--- config.mk ---
export PLATFORM = sky130hd
export DESIGN_NAME = pc_sequencer
export DESIGN_NICKNAME = d
export VERILOG_FILES = /design/src/rtl/pc_sequencer.sv
export SDC_FILE = /design/constraint.sdc
export NUM_CORES = 1
export LEC_CHECK = 0
export ABC_CLOCK_PERIOD_IN_PS = 3700
export BUFFER_PORTS_ARGS = -buffer_cell sky130_fd_sc_hd__buf_2
export CAP_MARGIN = 20
export CORE_MARGIN = 5
export CORE_UTILIZATION = 42
export CTS_BUF_LIST = sky130_fd_sc_hd__clkbuf_4 sky130_fd_sc_hd__clkbuf_8
export CTS_CLUSTER_SIZE = 20
export DETAILED_ROUTE_END_ITERATION = 8
export HOLD_SLACK_MARGIN = 0.12
export PLACE_DENSITY = 0.69
export SKIP_LAST_GASP = 1
export SYNTH_ARGS = -nofsm -noshare
export SYNTH_HDL_FRONTEND = slang
export SYNTH_SLANG_ARGS = --single-unit
--- constraint.sdc ---
create_clock -name clk -period 3.7 [get_ports clk]
set_input_delay 0.74 -clock clk [delete_from_list [all_inputs] [get_ports clk]]
set_output_delay 0.74 -clock clk [all_outputs]
set_load 0.01 [all_outputs]
--- src/rtl/pc_sequencer.sv ---
// Program-counter sequencer: IDLE/FETCH/EXEC control of instruction fetch,
// redirect selection (trap > mret > jump > branch > sequential) and retire count.
module pc_sequencer #(
  parameter logic [31:0] RESET_VECTOR = 32'h0000_0000,
  parameter logic [31:0] TRAP_VECTOR  = 32'h0000_0100
) (
  input  logic        clk,
  input  logic        reset,
  output logic        o_imem_req,
  output logic [31:0] o_imem_addr,
  input  logic        i_imem_ack,
  output logic        o_instr_valid,
  input  logic        i_exec_done,
  input  logic        i_stall,
  input  logic        i_branch_taken,
  input  logic [31:0] i_branch_target,
  input  logic        i_jump,
  input  logic [31:0] i_jump_target,
  input  logic        i_trap_req,
  input  logic        i_mret,
  output logic [31:0] o_pc,
  output logic [31:0] o_epc,
  output logic [31:0] o_retired
);

  typedef enum logic [1:0] {
    S_IDLE  = 2'd0,
    S_FETCH = 2'd1,
    S_EXEC  = 2'd2
  } state_t;

  state_t      r_state;
  state_t      w_state_next;
  logic [31:0] r_pc;
  logic [31:0] r_epc;
  logic [31:0] r_retired;
  logic        r_imem_req;
  logic        r_instr_valid;
  logic [31:0] w_pc_next;
  logic [31:0] w_epc_next;
  logic [31:0] w_retired_next;
  logic [31:0] w_target;
  logic        w_redirect;
  logic        w_complete;

  assign w_complete = (r_state == S_EXEC) && i_exec_done && !i_stall;
  assign w_redirect = i_jump || i_branch_taken;
  assign w_target   = i_jump ? i_jump_target : i_branch_target;

  // Next-state and architectural-state update selection
  always_comb begin
    w_state_next   = r_state;
    w_pc_next      = r_pc;
    w_epc_next     = r_epc;
    w_retired_next = r_retired;
    case (r_state)
      S_IDLE: begin
        w_state_next = S_FETCH;
      end
      S_FETCH: begin
        if (i_imem_ack) begin
          w_state_next = S_EXEC;
        end else begin
          w_state_next = S_FETCH;
        end
      end
      S_EXEC: begin
        if (w_complete) begin
          w_state_next = S_FETCH;
          if (i_trap_req) begin
            w_pc_next  = TRAP_VECTOR;
            w_epc_next = r_pc;
          end else if (i_mret) begin
            w_pc_next      = r_epc;
            w_retired_next = r_retired + 32'd1;
          end else if (w_redirect && (w_target[1:0] != 2'b00)) begin
            // misaligned control-flow target is promoted to a trap
            w_pc_next  = TRAP_VECTOR;
            w_epc_next = r_pc;
          end else if (w_redirect) begin
            w_pc_next      = w_target;
            w_retired_next = r_retired + 32'd1;
          end else begin
            w_pc_next      = r_pc + 32'd4;
            w_retired_next = r_retired + 32'd1;
          end
        end else begin
          w_state_next = S_EXEC;
        end
      end
      default: begin
        w_state_next = S_IDLE;
      end
    endcase
  end

  // State, architectural registers and registered handshake outputs
  always_ff @(posedge clk or posedge reset) begin
    if (reset) begin
      r_state       <= S_IDLE;
      r_pc          <= RESET_VECTOR;
      r_epc         <= 32'h0000_0000;
      r_retired     <= 32'h0000_0000;
      r_imem_req    <= 1'b0;
      r_instr_valid <= 1'b0;
    end else begin
      r_state       <= w_state_next;
      r_pc          <= w_pc_next;
      r_epc         <= w_epc_next;
      r_retired     <= w_retired_next;
      r_imem_req    <= (w_state_next == S_FETCH);
      r_instr_valid <= (w_state_next == S_EXEC);
    end
  end

  assign o_imem_req    = r_imem_req;
  assign o_imem_addr   = r_pc;
  assign o_instr_valid = r_instr_valid;
  assign o_pc          = r_pc;
  assign o_epc         = r_epc;
  assign o_retired     = r_retired;

endmodule
## Word-level counts from Yosys, hierarchy flattened

Index checks and enable logic that the tools add are counted.

- Add/subtract/negate cells: 2
- Multipliers: 0
- Divide/modulo/power cells: 0
- Magnitude comparators: 0
- Equality and inequality tests: 6
- Shift operators: 0
- Mux-type cells: 13
- Bitwise gates (word level): 1
- Reductions and logical operators: 11

Operator list:

| kind | count |
|---|---|
| 32-bit 2-to-1 mux | 10 |
| 32-bit by 1-bit adder with 32-bit output, second input constant | 1 |
| 32-bit by 3-bit adder with 32-bit output, second input constant | 1 |
| 4-bit AND reduction | 2 |
| 2-bit one-hot mux with 3 select lines | 1 |
| 2-bit by 1-bit equality test with 1-bit output, second input constant | 2 |
| 2-bit equality test, second input constant | 2 |
| 2-bit 2-to-1 mux | 2 |
| 2-bit inequality test, second input constant | 2 |
| 2-bit nonzero test | 2 |
| 1-bit logical AND | 3 |
| 2-bit zero test | 1 |
| 2-bit AND reduction | 1 |
| 1-bit zero test | 1 |
| 1-bit logical OR | 1 |
| 1-bit inverter | 1 |

- Bits in registers: 100
- Bits in latches: 0
- Memory bits (writable): 0
- Memory bits (read-only): 0
- Input bits: 73
- Output and inout port bits: 130
- Word-level logic and storage cells: 39
- Memories: 0

## Depth between registers and ports, before layout

Gate-level depths: netlist (run 1).

- Depth in word-level cells: 6
- Mapped depth: 8
- Depth with buffers taken out: 6

## Worst setup path after synthesis (run 1)

Ideal clock, no wire load.

- Path kind: input to register
- Start point: input port i_jump
- End point: register r_epc[18], in the netlist o_epc[18]
- Setup time: 128 ps
- Arrival: 2165 ps
- Data required time: 3572 ps
- Setup slack: 1407 ps
- Stages: 8
- Path buffers: 3
- Cell sequence: buf_2 -> nand2b_4 -> o21ai_2 -> buf_4 -> a21oi_1 -> nor2_2 -> buf_4 -> mux2_1

- Cells in the longest elaborated chain, start to end: 5
- Elaborated cells on any way between the ends: 6
- Those cells by class: mux (1); reduce/logical (5)

Ends and longest elaborated chain:

| what | line | source |
|---|---|---|
| start: declaration | 17 | `input logic i_jump,` |
| 32-bit 2-to-1 mux | 48 | `assign w_target = i_jump ? i_jump_target : i_branch_target;` |
| 2-bit nonzero test | 76 | `end else if (w_redirect && (w_target[1:0] != 2'b00)) begin` |
| 1-bit logical AND (*) | 76 |  |
| 2-bit nonzero test (no line) (*) | - |  |
| 4-bit AND reduction (no line) (*) | - |  |
| end signal: assignment | 109 | `r_epc <= w_epc_next;` |
| end: declaration | 35 | `logic [31:0] r_epc;` |

Every way passes the cells marked *; elsewhere a longest branch is shown, timed or not.
A chain may end at the register's enable or synchronous reset.

## Final worst setup path (run 1)

- Start point: input port i_jump
- End point: register r_epc[14], in the netlist o_epc[14]

Same word-level chain as after synthesis.

==> metrics.md, run 1 <==
| Metric | Value |
|---|---|
| Vias in the first global route | approximately 5500 |
| Reg2Reg Setup Slack | 1290 ps |
| First-pass GRT wire length | ~30000 um |
| Worst EP arrival | about 3000 ps |
| Min cycle time layout | approximately 2700 ps |
| Die height | between 100 and 150 um |
| DRC viols | 0 |
| Post-Syn Nets | 682 |
| Drt first pass iters | 5 |
| Overflow left after global routing | 0 |
| TritonCTS clock tree | done |
| CP bufs+invs | 2 |
| Max-Cap Viols | 0 |
| Hold_buf cts | 0 |
| Clock Sinks | 100 |
| CP max stage delay | about 540 ps |
| Final period utilization | 0.718 |
| Fin. max-slew vios | 0 |
| Grt met1 use | 0.288 |
| Busiest grt layer | met2 |
| Initial Utilization | 0.425 |
| Row cnt | 43 |
| Routed wire length | ~19000 um |
| Via density | between 5 and 6 |
| RePlAce Congestion | roughly 0.95 |
| Number of synthesized flops with an enable pin | 0 |
| Post-CTS sizing | 0 |
| Yosys cell types | a little over 70 |
| Final setup vio count | 0 |
| Clk_lat worst skew | ~400 ps |
| Worst-path clk slew | 90 ps |
| Met2 usage | 0.370 |
| Peak Freq | between 300 and 400 MHz |
| Final TNS setup | 0 ps |
| Avg Inst Size Synth | approximately 9.6 sq um |
| H-tree depth | 3 |
| Clock buffer depth | 2 |
| Die area | between 15000 and 20000 sq um |
| Inserted Clock Buffers | 9 |
| Area share of the largest cell type after synthesis | 0.428 |
| PnR Total Power | 4.27 mW |
| Worst-path maximum fanout | 24 |
| Share of layout cells above drive strength 1 | 0.326 |
| Postcts setup bufs | 0 |
| Area added between synthesis and finish | 20.1% |
| I/O Pins | 203 |
| Number of antenna repair diodes | 0 |
| Nature of the critical path endpoint | flop |
| Final hold violation count | 0 |
| Detailed Place HPWL | approximately 14000 um |
| Commonest cells post-synth | dfrtp_1, nand2_1, a21oi_1 |
| RSZ-0062 raised after global routing | false |
| CP cell instances | buf_2 -> nand2b_4 -> o21ai_2 -> a21oi_1 -> nor2_4 -> buf_12 -> mux2_1 |
| Status | finished, final reports clean |
| Worst path slowest cell | o21ai_2 |
| Ys Warns | 0 |
| Hold Crit Class | input port to async pin |
| Relative slew slack | 0.356 |
| Largest net degree at the start of global routing | 59 |
| Top cells by area, synth | dfrtp_1, mux2_1, buf_4 |
| Grt met3 use | 0.0696 |
| CP Data Required Time | about 4000 ps |
| Flop and latch count out of synthesis | 100 |
| IO buf count | 202 |
| Initial antenna violation count | 1 |
| Clock Skew | 13.1 ps |
| Vias | 5668 |
| Fillers | approximately 1300 |
| Static leakage | between 3 and 4 nW |
| Peak VDD IR | about 0.31 mV |
| Area of the core | between 10000 and 15000 sq um |
| Initial DRC Count | 605 |
| Synth area leader | dfrtp_1 |
| Slew @ Worst Pin | just under 1000 ps |
| Sequential share of the synthesized area | 0.428 |
| PD cells | slightly above 600 nW/um^2 |
| Crit path max-delay family | compound AO/OA/AOI/OAI gates |
| Cell Area, Synth | ~5900 sq um |
| Main flop type after synthesis | dfrtp_1 |
| Post-Syn Instances | 607 |
| Worst setup path category | input port to flop |
| Die width | approximately 130 um |
| Asr flop ratio synth | 1.00 |
| DR WL/cell | 20.0 um |
| Final nets | 842 |
| Startpoint types | input port |
| Total track usage | 0.225 |
| Post-route ant nets | 0 |
| Most numerous cell in the Yosys netlist | dfrtp_1 |
| Root buffer cell | clkbuf_8 |
[metal layers]
metal	wire, um	up-vias
li1	-	2548
met3	2080	44
met1	7540	2743
met4	346	2
met2	8960	331
met5	7	-
[area by class of cell]
class | instances | area [sq um] | share of cell area
multi-input cells | 432 | 2940 | 0.418
clock buffers | 11 | 151 | 0.0215
repair buffers | 213 | 1110 | 0.157
flip-flops and latches | 100 | 2500 | 0.356
clock inverters | 2 | 60.1 | 0.00854
inverters | 11 | 43.8 | 0.00623
well taps | 180 | 225 | 0.0320
[final timing paths]
kind                                   end  cells past startpoint           from
max reg2reg                o_imem_addr[21]                      6     r_state[0]
max                              o_epc[14]                      7         i_jump
max in group asynchronous     o_retired[0]                      3          reset
min in group clk             o_retired[31]                      1  o_retired[31]
min reg2reg                  o_retired[31]                      1  o_retired[31]
min                          o_retired[14]                      2          reset
[flip-flops by register name, summed over array words and instances (netlist names)]
register / flops
o_epc: 32
o_imem_addr: 32
o_retired: 32
r_state: 2
o_imem_req: 1
o_instr_valid: 1
[logic make-up after synthesis]
group	after synthesis	share of synthesized area
buffers and inverters	75	0.0727
adder cells (fa/ha/maj)	2	0.00428
multiplexers	39	0.0738
AO/OA/AOI/OAI	164	0.192
AND/OR/NAND/NOR	193	0.179
flip-flops	100	0.428
XOR/XNOR	34	0.0509
[stage by stage]
stage	cell area, sq um	std cells	worst slack (ps)	util	hold WS (ps)
floorplan	5850	607	341	-	496
global placement	6810	935	703	0.495	457
detailed placement	6810	935	625	0.495	457
CTS	7020	948	1050	0.510	473
global route	7030	949	901	0.510	503
finish	7030	949	1040	0.510	470
[report_power, final]
| group | switching [mW] | total (mW) | internal (mW) |
|---|---|---|---|
| Sequential | 0.525 | 1.95 | 1.42 |
| Clock | 0.378 | 0.786 | 0.407 |
| Combinational | 0.851 | 1.54 | 0.686 |
[cell usage in the layout (no fill, tap or decap), types with 3 or more instances in the layout]
| cell | instances |
|---|---|
| nand4_1 | 20 |
| nor3_2 | 4 |
| a21oi_1 | 50 |
| and4_1 | 4 |
| mux2_2 | 3 |
| and3_1 | 12 |
| nor4_1 | 6 |
| o221ai_1 | 3 |
| nor2_1 | 31 |
| a221o_1 | 3 |
| dfrtp_1 | 100 |
| a2bb2oi_1 | 5 |
| a311o_1 | 3 |
| inv_1 | 10 |
| o22a_1 | 3 |
| a31oi_1 | 6 |
| nand2_1 | 55 |
| a211o_1 | 4 |
| o31ai_1 | 7 |
| mux2_1 | 30 |
| buf_4 | 10 |
| o211ai_1 | 5 |
| xnor2_1 | 16 |
| clkbuf_8 | 11 |
| or3_1 | 3 |
| o21ai_0 | 21 |
| a221oi_1 | 7 |
| buf_2 | 202 |
| o21a_1 | 3 |
| o22ai_1 | 20 |
| nor3_1 | 11 |
| nand3_1 | 24 |
| mux2i_1 | 6 |
| xor2_1 | 18 |
(Power assumes the default switching activity.)
==> inputs of run 2 (changes only) <==
- ABC_CLOCK_PERIOD_IN_PS: 3700 -> 2500
- clock period: 3.7 -> 2.5 ns (I/O delays scaled with it)
==> run 2 against run 1 <==
Net effect: register-to-register slack got worse by 980 ps; non-clock buffer count up 18; sequential power is 44% higher; clock-buffer cell count decreased by 2; design area increased by 2.7%; final cell count up 2.2%; clock skew shrank 4.4 ps; power increased by 51%; wire length increased by 0.57%; sequential share of layout area shrank 0.94 points; global-route usage grew 0.36 points; worst hold slack lost 120 ps; critical endpoint is now o_imem_addr[28]; largest power group unchanged.
==> metrics.md, run 2 (synthesis gave the netlist of run 1 again) <==
| Metric | Value |
|---|---|
| RePlAce Congestion | a little over 0.9 |
| Drt first pass iters | 5 |
| Worst Hold Depth | 2 |
| Max-Cap Viols | 0 |
| IO buf count | about 200 |
| Total track usage | 0.229 |
| Root buffer cell | clkbuf_8 |
| Clk_lat worst skew | roughly 380 ps |
| DR WL/cell | between 15 and 20 um |
| Min cycle time layout | between 2000 and 2500 ps |
| Initial DRC Count | around 420 |
| Nature of the critical path endpoint | flop |
| Fin. max-slew vios | 0 |
| CP Data Required Time | ~2800 ps |
| Util after Layout | 0.524 |
| Final setup vio count | 0 |
| Number of antenna repair diodes | 0 |
| Detailed Place HPWL | roughly 14000 um |
| Worst setup path category | flop to flop |
| Slew @ Worst Pin | ~650 ps |
| Die area | around 16000 sq um |
| Vias in the first global route | between 5000 and 6000 |
| Final period utilization | 0.875 |
| Post-route ant nets | 0 |
| CP max stage delay | around 500 ps |
| DRC viols | 0 |
| Most frequent cells in the layout | buf_2, dfrtp_1, nand2_1 |
| Clock Sinks | 100 |
| Die width | approximately 130 um |
| R2R cell count | 6 |
| Area of the core | 13800 sq um |
| Routed wire length | between 15000 and 20000 um |
| Relative slew slack | 0.565 |
| Final TNS setup | 0 ps |
| Worst-path clk slew | ~100 ps |
| H-tree depth | 3 |
| Overflow left after global routing | 0 |
| Inserted Clock Buffers | 9 |
| Worst EP arrival | approximately 2500 ps |
| Area added between synthesis and finish | 23.4% |
| Peak Freq | between 400 and 500 MHz |
| Peak VDD IR | about 0.36 mV |
| Clock buffer depth | 2 |
| Initial Utilization | 0.425 |
| Vias | approximately 5600 |
| Most common cell after layout, fill and taps aside | buf_2 |
| Largest net degree at the start of global routing | a little over 60 |
| Worst-path maximum fanout | 7 |
| Static leakage | about 3.5 nW |
| Via density | 5.78 |
| First-pass GRT wire length | between 20000 and 30000 um |
| Initial antenna violation count | 0 |
| Clock Skew | around 8.7 ps |
| Share of layout cells above drive strength 1 | 0.343 |
| RSZ-0062 raised after global routing | false |
| Row cnt | between 40 and 50 |
| PD cells | between 800 and 900 nW/um^2 |
| CP cell instances | ha_1 -> nand2_1 -> nor2_2 -> nand3_1 -> or4b_1 -> o211a_1 |
| Die height | 128 um |
| Startpoint types | flop |
| Final nets | 860 |
| Status | finished, final reports clean |
| Final hold violation count | 0 |
| I/O Pins | between 200 and 250 |
| Hold Crit Class | input port to flop |
| TritonCTS clock tree | done |
| Worst path slowest cell | or4b_1 |
## run 2: cell count changes in the layout (fill, tap and decap cells not counted), sizes merged
cell,previous run,this run
buf,213,230
bufinv,2,3
clkinv,0,2
clkbuf,11,9
inv,11,10
dlygate4sd3,0,1
clkinvlp,0,3
## run 2: critical path: cells and delay by family (launching register included)
family	cells	cell delay [ps]
AOI/OAI and AO/OA	1	140
adders and majority gates	1	280
DFF	1	490
and+or+nand+nor	4	1150
## run 2: where the power goes
part | switching, mW | internal, mW | leakage, nW
Clock | 0.584 | 0.661 | 0.115
Sequential | 0.702 | 2.10 | 1.29
Combinational | 1.32 | 1.07 | 2.10
Total | 2.61 | 3.83 | 3.51
## run 2: what timing repair did
| action | CTS | global route |
|---|---|---|
| setup buffers | 0 | 0 |
| setup endpoints to repair | 0 | 0 |
| gates resized for setup | 0 | 0 |
| hold endpoints to repair | 3 | 0 |
| hold buffers | 1 | 0 |
## run 2: layout make-up
class	count	area [sq um]
tap	180	225
sequential	100	2500
fill	1288	6550
clock inverter	7	115
clock buffer	9	124
timing repair buffer	231	1270
inverter	11	45.0
multi-input combinational	432	2940
## run 2: metrics by stage
step | setup WS (ps) | cell area, sq um | hold slack (ps) | power (mW) | std cells
floorplan | 447 | 5860 | 496 | 4.24 | 607
global placement | 173 | 6970 | 453 | 5.16 | 953
detailed placement | 132 | 6970 | 455 | 5.24 | 953
CTS | 343 | 7220 | 327 | 6.49 | 970
global route | 219 | 7220 | 346 | 6.83 | 970
finish | 314 | 7220 | 349 | 6.44 | 970
## run 2: worst paths after layout
kind,from,endpoint,slack [ps]
worst max-delay path,o_imem_addr[2],o_imem_addr[28],310
worst min-delay path,i_imem_ack,o_imem_req,350
worst max register to register,o_imem_addr[2],o_imem_addr[28],310
worst min register to register,o_retired[31],o_retired[31],470
max in group asynchronous,reset,o_retired[13],1140
min in group asynchronous,reset,o_retired[4],680
## run 2: routing by layer
| metal | share of wire | global-route usage |
|---|---|---|
| met1 | 0.41 | 0.289 |
| met2 | 0.47 | 0.375 |
| met3 | 0.094 | 0.0554 |
| met4 | 0.029 | 0.0974 |
| met5 | 0 | 0 |
